<file path="src/rtl/mips_pkg.sv">
`default_nettype none
// +----------------------------------------------------------------------------+
// | mips_pkg: types and constants shared by fetch, decode and control logic.   |
// | Revision: 1.0                                                              |
// +----------------------------------------------------------------------------+
package mips_pkg;

    typedef enum logic [1:0] {
        PC_SEQ = 2'b00,
        PC_BR  = 2'b01,
        PC_J   = 2'b10,
        PC_JR  = 2'b11
    } pcsel_e;

    typedef enum logic [1:0] {
        FETCH = 2'b00,
        WAIT  = 2'b01,
        EXEC  = 2'b10
    } fetch_state_e;

    localparam logic [31:0] RESET_PC_DEFAULT = 32'h0040_0000;
    localparam logic [31:0] NOP_INSTR        = 32'h0000_0000;

    localparam logic [5:0] OP_RTYPE = 6'h00;
    localparam logic [5:0] OP_J     = 6'h02;
    localparam logic [5:0] OP_JAL   = 6'h03;
    localparam logic [5:0] OP_BEQ   = 6'h04;
    localparam logic [5:0] OP_BNE   = 6'h05;
    localparam logic [5:0] OP_ADDI  = 6'h08;
    localparam logic [5:0] OP_LW    = 6'h23;
    localparam logic [5:0] OP_SW    = 6'h2B;

    localparam logic [5:0] FUNC_SLL = 6'h00;
    localparam logic [5:0] FUNC_JR  = 6'h08;
    localparam logic [5:0] FUNC_ADD = 6'h20;
    localparam logic [5:0] FUNC_SUB = 6'h22;

    // Word-aligned, sign-extended branch displacement.
    function automatic logic [31:0] branch_offset(input logic [15:0] imm);
        return {{14{imm[15]}}, imm, 2'b00};
    endfunction

endpackage
`default_nettype wire

</file>
<file path="src/rtl/fetch_unit_if.sv">
`default_nettype none
// +----------------------------------------------------------------------------+
// | fetch_unit_if: instruction-memory request/response channel.                |
// | Revision: 1.0                                                              |
// +----------------------------------------------------------------------------+
interface fetch_unit_if #(
    parameter int XLEN = 32
);
    logic            imem_req_valid;
    logic            imem_req_ready;
    logic [XLEN-1:0] imem_addr;
    logic            imem_rsp_valid;
    logic [XLEN-1:0] imem_rdata;

    modport master (
        output imem_req_valid,
        output imem_addr,
        input  imem_req_ready,
        input  imem_rsp_valid,
        input  imem_rdata
    );

    modport slave (
        input  imem_req_valid,
        input  imem_addr,
        output imem_req_ready,
        output imem_rsp_valid,
        output imem_rdata
    );
endinterface
`default_nettype wire

</file>
<file path="src/rtl/fetch_unit_next_pc_calc.sv">
`default_nettype none
// +----------------------------------------------------------------------------+
// | next_pc_calc: combinational next-PC resolution from pcsel.                 |
// | Revision: 1.0                                                              |
// +----------------------------------------------------------------------------+
module next_pc_calc
    import mips_pkg::*;
(
    input  logic [31:0] pc_plus4,
    input  logic [31:0] instr,
    input  logic [31:0] jr_target,
    input  pcsel_e      pcsel,
    output logic [31:0] next_pc
);
    // Opcode bits and the jr byte offset never influence the target.
    logic w_unused_bits;
    assign w_unused_bits = ^{instr[31:26], jr_target[1:0]};

    always_comb begin
        next_pc = pc_plus4;
        case (pcsel)
            PC_SEQ:  next_pc = pc_plus4;
            PC_BR:   next_pc = pc_plus4 + branch_offset(instr[15:0]);
            PC_J:    next_pc = {pc_plus4[31:28], instr[25:0], 2'b00};
            PC_JR:   next_pc = {jr_target[31:2], 2'b00};
            default: next_pc = pc_plus4;
        endcase
    end
endmodule
`default_nettype wire

</file>
<file path="src/rtl/fetch_unit.sv">
`default_nettype none
// +----------------------------------------------------------------------------+
// | fetch_unit: PC register, imem fetch FSM and instruction latch.             |
// | Optional FETCH_PERF_CNT_EN adds retire / taken counters.                   |
// | Revision: 1.0                                                              |
// +----------------------------------------------------------------------------+
module fetch_unit
    import mips_pkg::*;
#(
    parameter logic [31:0] RESET_PC = RESET_PC_DEFAULT,
    parameter int          XLEN     = 32
) (
    input  logic            clk,
    input  logic            reset,
    input  logic [1:0]      pcsel,
    input  logic [XLEN-1:0] jr_target,
    input  logic            hold,
    fetch_unit_if.master    imem,
    output logic [XLEN-1:0] instr,
    output logic            instr_valid,
    output logic [XLEN-1:0] pc,
    output logic [XLEN-1:0] pc_plus4
`ifdef FETCH_PERF_CNT_EN
    ,
    output logic [31:0]     perf_instret,
    output logic [31:0]     perf_taken
`endif
);

    fetch_state_e    state_q, state_d;
    logic [XLEN-1:0] pc_q, pc_d;
    logic [XLEN-1:0] instr_q, instr_d;
    logic [XLEN-1:0] w_next_pc;
    logic            w_retire;

    assign pc_plus4 = pc_q + XLEN'(4);
    assign pc       = pc_q;
    assign instr    = instr_q;

    assign instr_valid         = (state_q == EXEC);
    assign w_retire            = (state_q == EXEC) && !hold;
    // The request is masked while reset is high so nothing issues mid-reset.
    assign imem.imem_req_valid = (state_q == FETCH) && !reset;
    assign imem.imem_addr      = pc_q;

    next_pc_calc u_next_pc_calc (
        .pc_plus4  (pc_plus4),
        .instr     (instr_q),
        .jr_target (jr_target),
        .pcsel     (pcsel_e'(pcsel)),
        .next_pc   (w_next_pc)
    );

    always_comb begin
        state_d = state_q;
        pc_d    = pc_q;
        instr_d = instr_q;
        case (state_q)
            FETCH: begin
                if (imem.imem_req_ready) begin
                    state_d = WAIT;
                end
            end
            WAIT: begin
                if (imem.imem_rsp_valid) begin
                    instr_d = imem.imem_rdata;
                    state_d = EXEC;
                end
            end
            EXEC: begin
                if (w_retire) begin
                    pc_d    = w_next_pc;
                    state_d = FETCH;
                end
            end
            default: state_d = FETCH;
        endcase
    end

    always_ff @(posedge clk) begin
        if (reset) begin
            state_q <= FETCH;
            pc_q    <= RESET_PC;
            instr_q <= NOP_INSTR;
        end else begin
            state_q <= state_d;
            pc_q    <= pc_d;
            instr_q <= instr_d;
        end
    end

`ifdef FETCH_PERF_CNT_EN
    logic [31:0] instret_q, instret_d;
    logic [31:0] taken_q, taken_d;

    always_comb begin
        instret_d = instret_q;
        taken_d   = taken_q;
        if (w_retire) begin
            instret_d = instret_q + 32'd1;
            if (pcsel != PC_SEQ) begin
                taken_d = taken_q + 32'd1;
            end
        end
    end

    always_ff @(posedge clk) begin
        if (reset) begin
            instret_q <= 32'd0;
            taken_q   <= 32'd0;
        end else begin
            instret_q <= instret_d;
            taken_q   <= taken_d;
        end
    end

    assign perf_instret = instret_q;
    assign perf_taken   = taken_q;
`endif

endmodule
`default_nettype wire

</file>
<file path="src/flat_wrapper.sv">
// flat-port wrapper written by rule: the top's interface ports become plain ports
module fetch_unit_flat import mips_pkg::*;
#(
    parameter logic [31:0] RESET_PC = RESET_PC_DEFAULT,
    parameter int          XLEN     = 32
)
  (clk, reset, pcsel, jr_target, hold, instr, instr_valid, pc, pc_plus4, imem_imem_req_valid, imem_imem_addr, imem_imem_req_ready, imem_imem_rsp_valid, imem_imem_rdata);
  fetch_unit_if #(.XLEN(XLEN)) imem_i ();
  input  logic clk;
  input  logic reset;
  input  logic [1:0] pcsel;
  input  logic [XLEN-1:0] jr_target;
  input  logic hold;
  output logic [XLEN-1:0] instr;
  output logic instr_valid;
  output logic [XLEN-1:0] pc;
  output logic [XLEN-1:0] pc_plus4;
  output wire logic [$bits(imem_i.imem_req_valid)-1:0] imem_imem_req_valid;
  output wire logic [$bits(imem_i.imem_addr)-1:0] imem_imem_addr;
  input wire logic [$bits(imem_i.imem_req_ready)-1:0] imem_imem_req_ready;
  input wire logic [$bits(imem_i.imem_rsp_valid)-1:0] imem_imem_rsp_valid;
  input wire logic [$bits(imem_i.imem_rdata)-1:0] imem_imem_rdata;
  assign imem_imem_req_valid = imem_i.imem_req_valid;
  assign imem_imem_addr = imem_i.imem_addr;
  assign imem_i.imem_req_ready = imem_imem_req_ready;
  assign imem_i.imem_rsp_valid = imem_imem_rsp_valid;
  assign imem_i.imem_rdata = imem_imem_rdata;
  fetch_unit #(.RESET_PC(RESET_PC), .XLEN(XLEN)) u_core (.clk(clk), .reset(reset), .pcsel(pcsel), .jr_target(jr_target), .hold(hold), .imem(imem_i), .instr(instr), .instr_valid(instr_valid), .pc(pc), .pc_plus4(pc_plus4));
endmodule
</file>
<file path="config.mk">
export PLATFORM = sky130hd
export DESIGN_NAME = fetch_unit_flat
export DESIGN_NICKNAME = d
export VERILOG_FILES = /design/src/rtl/mips_pkg.sv /design/src/rtl/fetch_unit_if.sv /design/src/rtl/fetch_unit_next_pc_calc.sv /design/src/rtl/fetch_unit.sv /design/src/flat_wrapper.sv
export SDC_FILE = /design/constraint.sdc
export NUM_CORES = 1
export LEC_CHECK = 0
export ABC_CLOCK_PERIOD_IN_PS = 5680
export CAP_MARGIN = 25
export CORE_UTILIZATION = 46
export DETAILED_ROUTE_END_ITERATION = 16
export GPL_ROUTABILITY_DRIVEN = 0
export PLACE_DENSITY = 0.8
export SYNTH_ARGS = -nofsm -noshare
export SYNTH_HDL_FRONTEND = slang
export SYNTH_SLANG_ARGS = --single-unit
</file>
<file path="constraint.sdc">
create_clock -name clk -period 5.68 [get_ports clk]
set_input_delay 1.136 -clock clk [delete_from_list [all_inputs] [get_ports clk]]
set_output_delay 1.136 -clock clk [all_outputs]
set_load 0.02 [all_outputs]
</file>
==> results.cfg <==
[placement]
preCtsSetupSlack_ns = 1.20
port_buffers = 192
dp.final_hpwl_um = 14100

[global_route]
antenna_found_initial = 0
track_usage_pct = 29.3
grt_pass1_vias = 5369
overflow = 0
grt_pass1_wl_um = 29100
grt_max_degree = 49

[synth]
synth_ff_type = dfxtp_1
synth_top_family_by_area = simple AND/OR/NAND/NOR gates
synth_xor_area_share_pct = 7.13
synth-edff-count = 0
synth.area.mux_share_pct = 6.51
synth_compound_area_share_pct = 23.3
yosysSeqAreaShare_pct = 22.7
synth_cell_types = 74
syn_inst = 738
syn_area_per_cell_sq_um = 7.65
ys_seq_elements = 64
yosysWarnings = 0
syn_area_sq_mm = 0.00565
synthSimpleGateAreaFrac_pct = 24.2
synthAdderAreaFrac_pct = 8.11
postSynth.asyncResetShare_pct = 0

[clocking]
cts_buffer_depth = 2
post_cts_buffers = 0
clk_pin_slew_worst_paths_ns = 0.06
ctsHoldBuffers = 0
htree_levels = 3
clk_latency_ns = 0.34
clock-sinks = 64
cts_tree = yes
cts_resized = 0
root_buffer = clkbuf_16
cts_buffers = 9

[sta]
postLayoutSetupSlackWorst_ns = 1.09
timing.fmax_mhz = 218
tns_ns = 0
rsz0062_at_grt = no
hold_viol = 0
slew_violations = 0
tightest_slew_ns = 1.00
setup_viol = 0
fin_skew_ns = 0.00737
maxSlewHeadroom_pct = 33.1
min_period_ns = 4.59
fin_crit_sh_pct = 80.8

[detailed_routing]
wl_met1_um = 8450
drtIter0Drc = 542
met2WireLength_um = 8350
top_layer_used = met4
drt-total-wl_um = 18900
first_pass_iters = 6
drc = 0
num_vias = 6110
viasPerCell = 5.89
antenna_left = 0
met3_length_um = 1660
post_drt_wl_per_cell_um = 18.2

[die]
core_sq_mm = 0.0120
die_w_um = 113
placementRows = 40
die_h_um = 113
die_area_sq_mm = 0.0127
start_util_pct = 47.0
io_pins = 201

[layout]
n_antenna_cell = 0
area_growth_pct = 37.0
mostFrequentLayoutCells = clkdlybuf4s50_1 (191), nand2_1 (125), a21oi_1 (70)
layout_commonest_cell = clkdlybuf4s50_1
final_net_count = 992
final_layout_size_suffix_gt1_share_pct = 5.96

[setup_path]
worst_path_max_delay_cell = or3_1
worst_setup_path_end_kind = flop
crit_type = flop to flop
crit_cells = 15
worst_ep_arrival_time_ns = 4.82
cp_max_fo = 9
cp_top_family = compound AO/OA/AOI/OAI gates
critPathLaunchType = flop
worst-path-buf-inv = 0
ff2ff_path_depth = 15
cpPeakStageDelay_ns = 0.54
required_ns = 5.91
cp_cell_sequence = ha_1 -> and3_1 -> nand3_1 -> or3_1 -> or3_1 -> xnor2_1 -> ha_1 -> a211oi_1 -> a21boi_1 -> a21boi_1 -> a21boi_0 -> a41o_1 -> xor2_1 -> mux4_2 -> a22o_1

[pwr]
p_leak_nw = 3.10
peakVddDrop_uv = 158
p_per_area_mw_per_mm2 = 172
power_mw = 1.33

[hold_path]
min_path_type = flop to flop
holdPathStages = 2

[job]
cap_violations = 0

[status]
status = complete, no violations
==> worst register-to-register path, cell delays in order, from the launching register on <==
cell,delay (ns)
dfxtp_1,0.50
ha_1,0.21
and3_1,0.15
nand3_1,0.12
or3_1,0.54
or3_1,0.43
xnor2_1,0.25
ha_1,0.34
a211oi_1,0.35
a21boi_1,0.23
a21boi_1,0.10
a21boi_0,0.13
a41o_1,0.28
xor2_1,0.18
mux4_2,0.47
a22o_1,0.20
==> per-layer routing <==
metal | vias to the layer above | GRT usage [%]
met5 | - | 0
li1 | 2928 | -
met3 | 36 | 5.25
met2 | 327 | 45.3
met1 | 2819 | 41.0
met4 | 0 | 9.96
==> power breakdown <==
group | leakage (nW) | internal [mW] | total (mW) | switching (mW)
logic | 2.44 | 0.129 | 0.269 | 0.139
clock network | 0.145 | 0.353 | 0.580 | 0.227
registers | 0.519 | 0.464 | 0.484 | 0.0204
==> sequential cells by signal, summed over array words and instances, names as in the netlist <==
register               flops
u_core.instr              32
u_core.imem.imem_addr     30
u_core.state_q             2
==> Yosys cell counts, drive strengths merged (3+ instances only) <==
cell	number	area (sq um)
xnor2	29	254
nor3	11	55.1
nor2b	9	63.8
a211oi	11	82.6
o221ai	4	35.0
a22oi	3	22.5
o211ai	3	22.5
clkbuf	26	97.6
dfxtp	64	1280
nand4	12	81.3
o21a	5	37.5
inv	12	45.0
xor2	17	149
and4	6	53.8
ha	35	438
mux2i	12	120
nand3	19	108
nor4	4	31.3
a311oi	3	26.3
nor3b	3	22.5
a21o	17	128
mux4	10	225
a31oi	10	77.6
and2	3	18.8
buf	44	307
a21oi	70	350
a221oi	5	50.0
a21boi	5	37.5
or3	7	43.8
nor2	58	218
nand2b	7	43.8
and3	12	75.1
o21ai	35	186
o22ai	4	25.0
nand2	125	469
a22o	3	26.3
a31o	3	26.3
==> cell type report <==
class                   count  area, sq um
fillers                  1081         4270
multi-input cells         596         3930
repair buffers            201         1980
flip-flops and latches     64         1280
clock buffers              10          239
well taps                 147          184
clock inverters             6         67.6
inverters                  13         48.8
==> kinds of logic after synthesis <==
group / count (synthesis)
AOI/OAI and AO/OA: 198
xor gates and xnor gates: 46
adders and majority gates: 36
buffers and inverters: 83
DFF: 64
muxes: 24
other: 1
and+or+nand+nor: 286
==> path summary, 6_finish.rpt <==
kind	from	endpoint	slack, ns
setup / recovery	u_core.imem.imem_addr[2]$_SDFFE_PP0P_	u_core.imem.imem_addr[21]$_SDFFE_PP0P_	1.09
hold / removal	u_core.instr[28]$_SDFFE_PP0P_	u_core.instr[28]$_SDFFE_PP0P_	0.45
setup reg to reg	u_core.imem.imem_addr[2]$_SDFFE_PP0P_	u_core.imem.imem_addr[21]$_SDFFE_PP0P_	1.09
hold reg to reg	u_core.instr[28]$_SDFFE_PP0P_	u_core.instr[28]$_SDFFE_PP0P_	0.45
==> through the flow <==
| step | area, sq um | instances | hold WS (ns) | util, % |
|---|---|---|---|---|
| floorplan | 5670 | 743 | 0.443 | - |
| global placement | 7430 | 1021 | 0.441 | 61.9 |
| detailed placement | 7430 | 1021 | 0.446 | 61.9 |
| CTS | 7740 | 1037 | 0.454 | 64.4 |
| global route | 7740 | 1037 | 0.473 | 64.4 |
| finish | 7740 | 1037 | 0.449 | 64.4 |
Note: power is estimated with default switching activity, not from simulation.
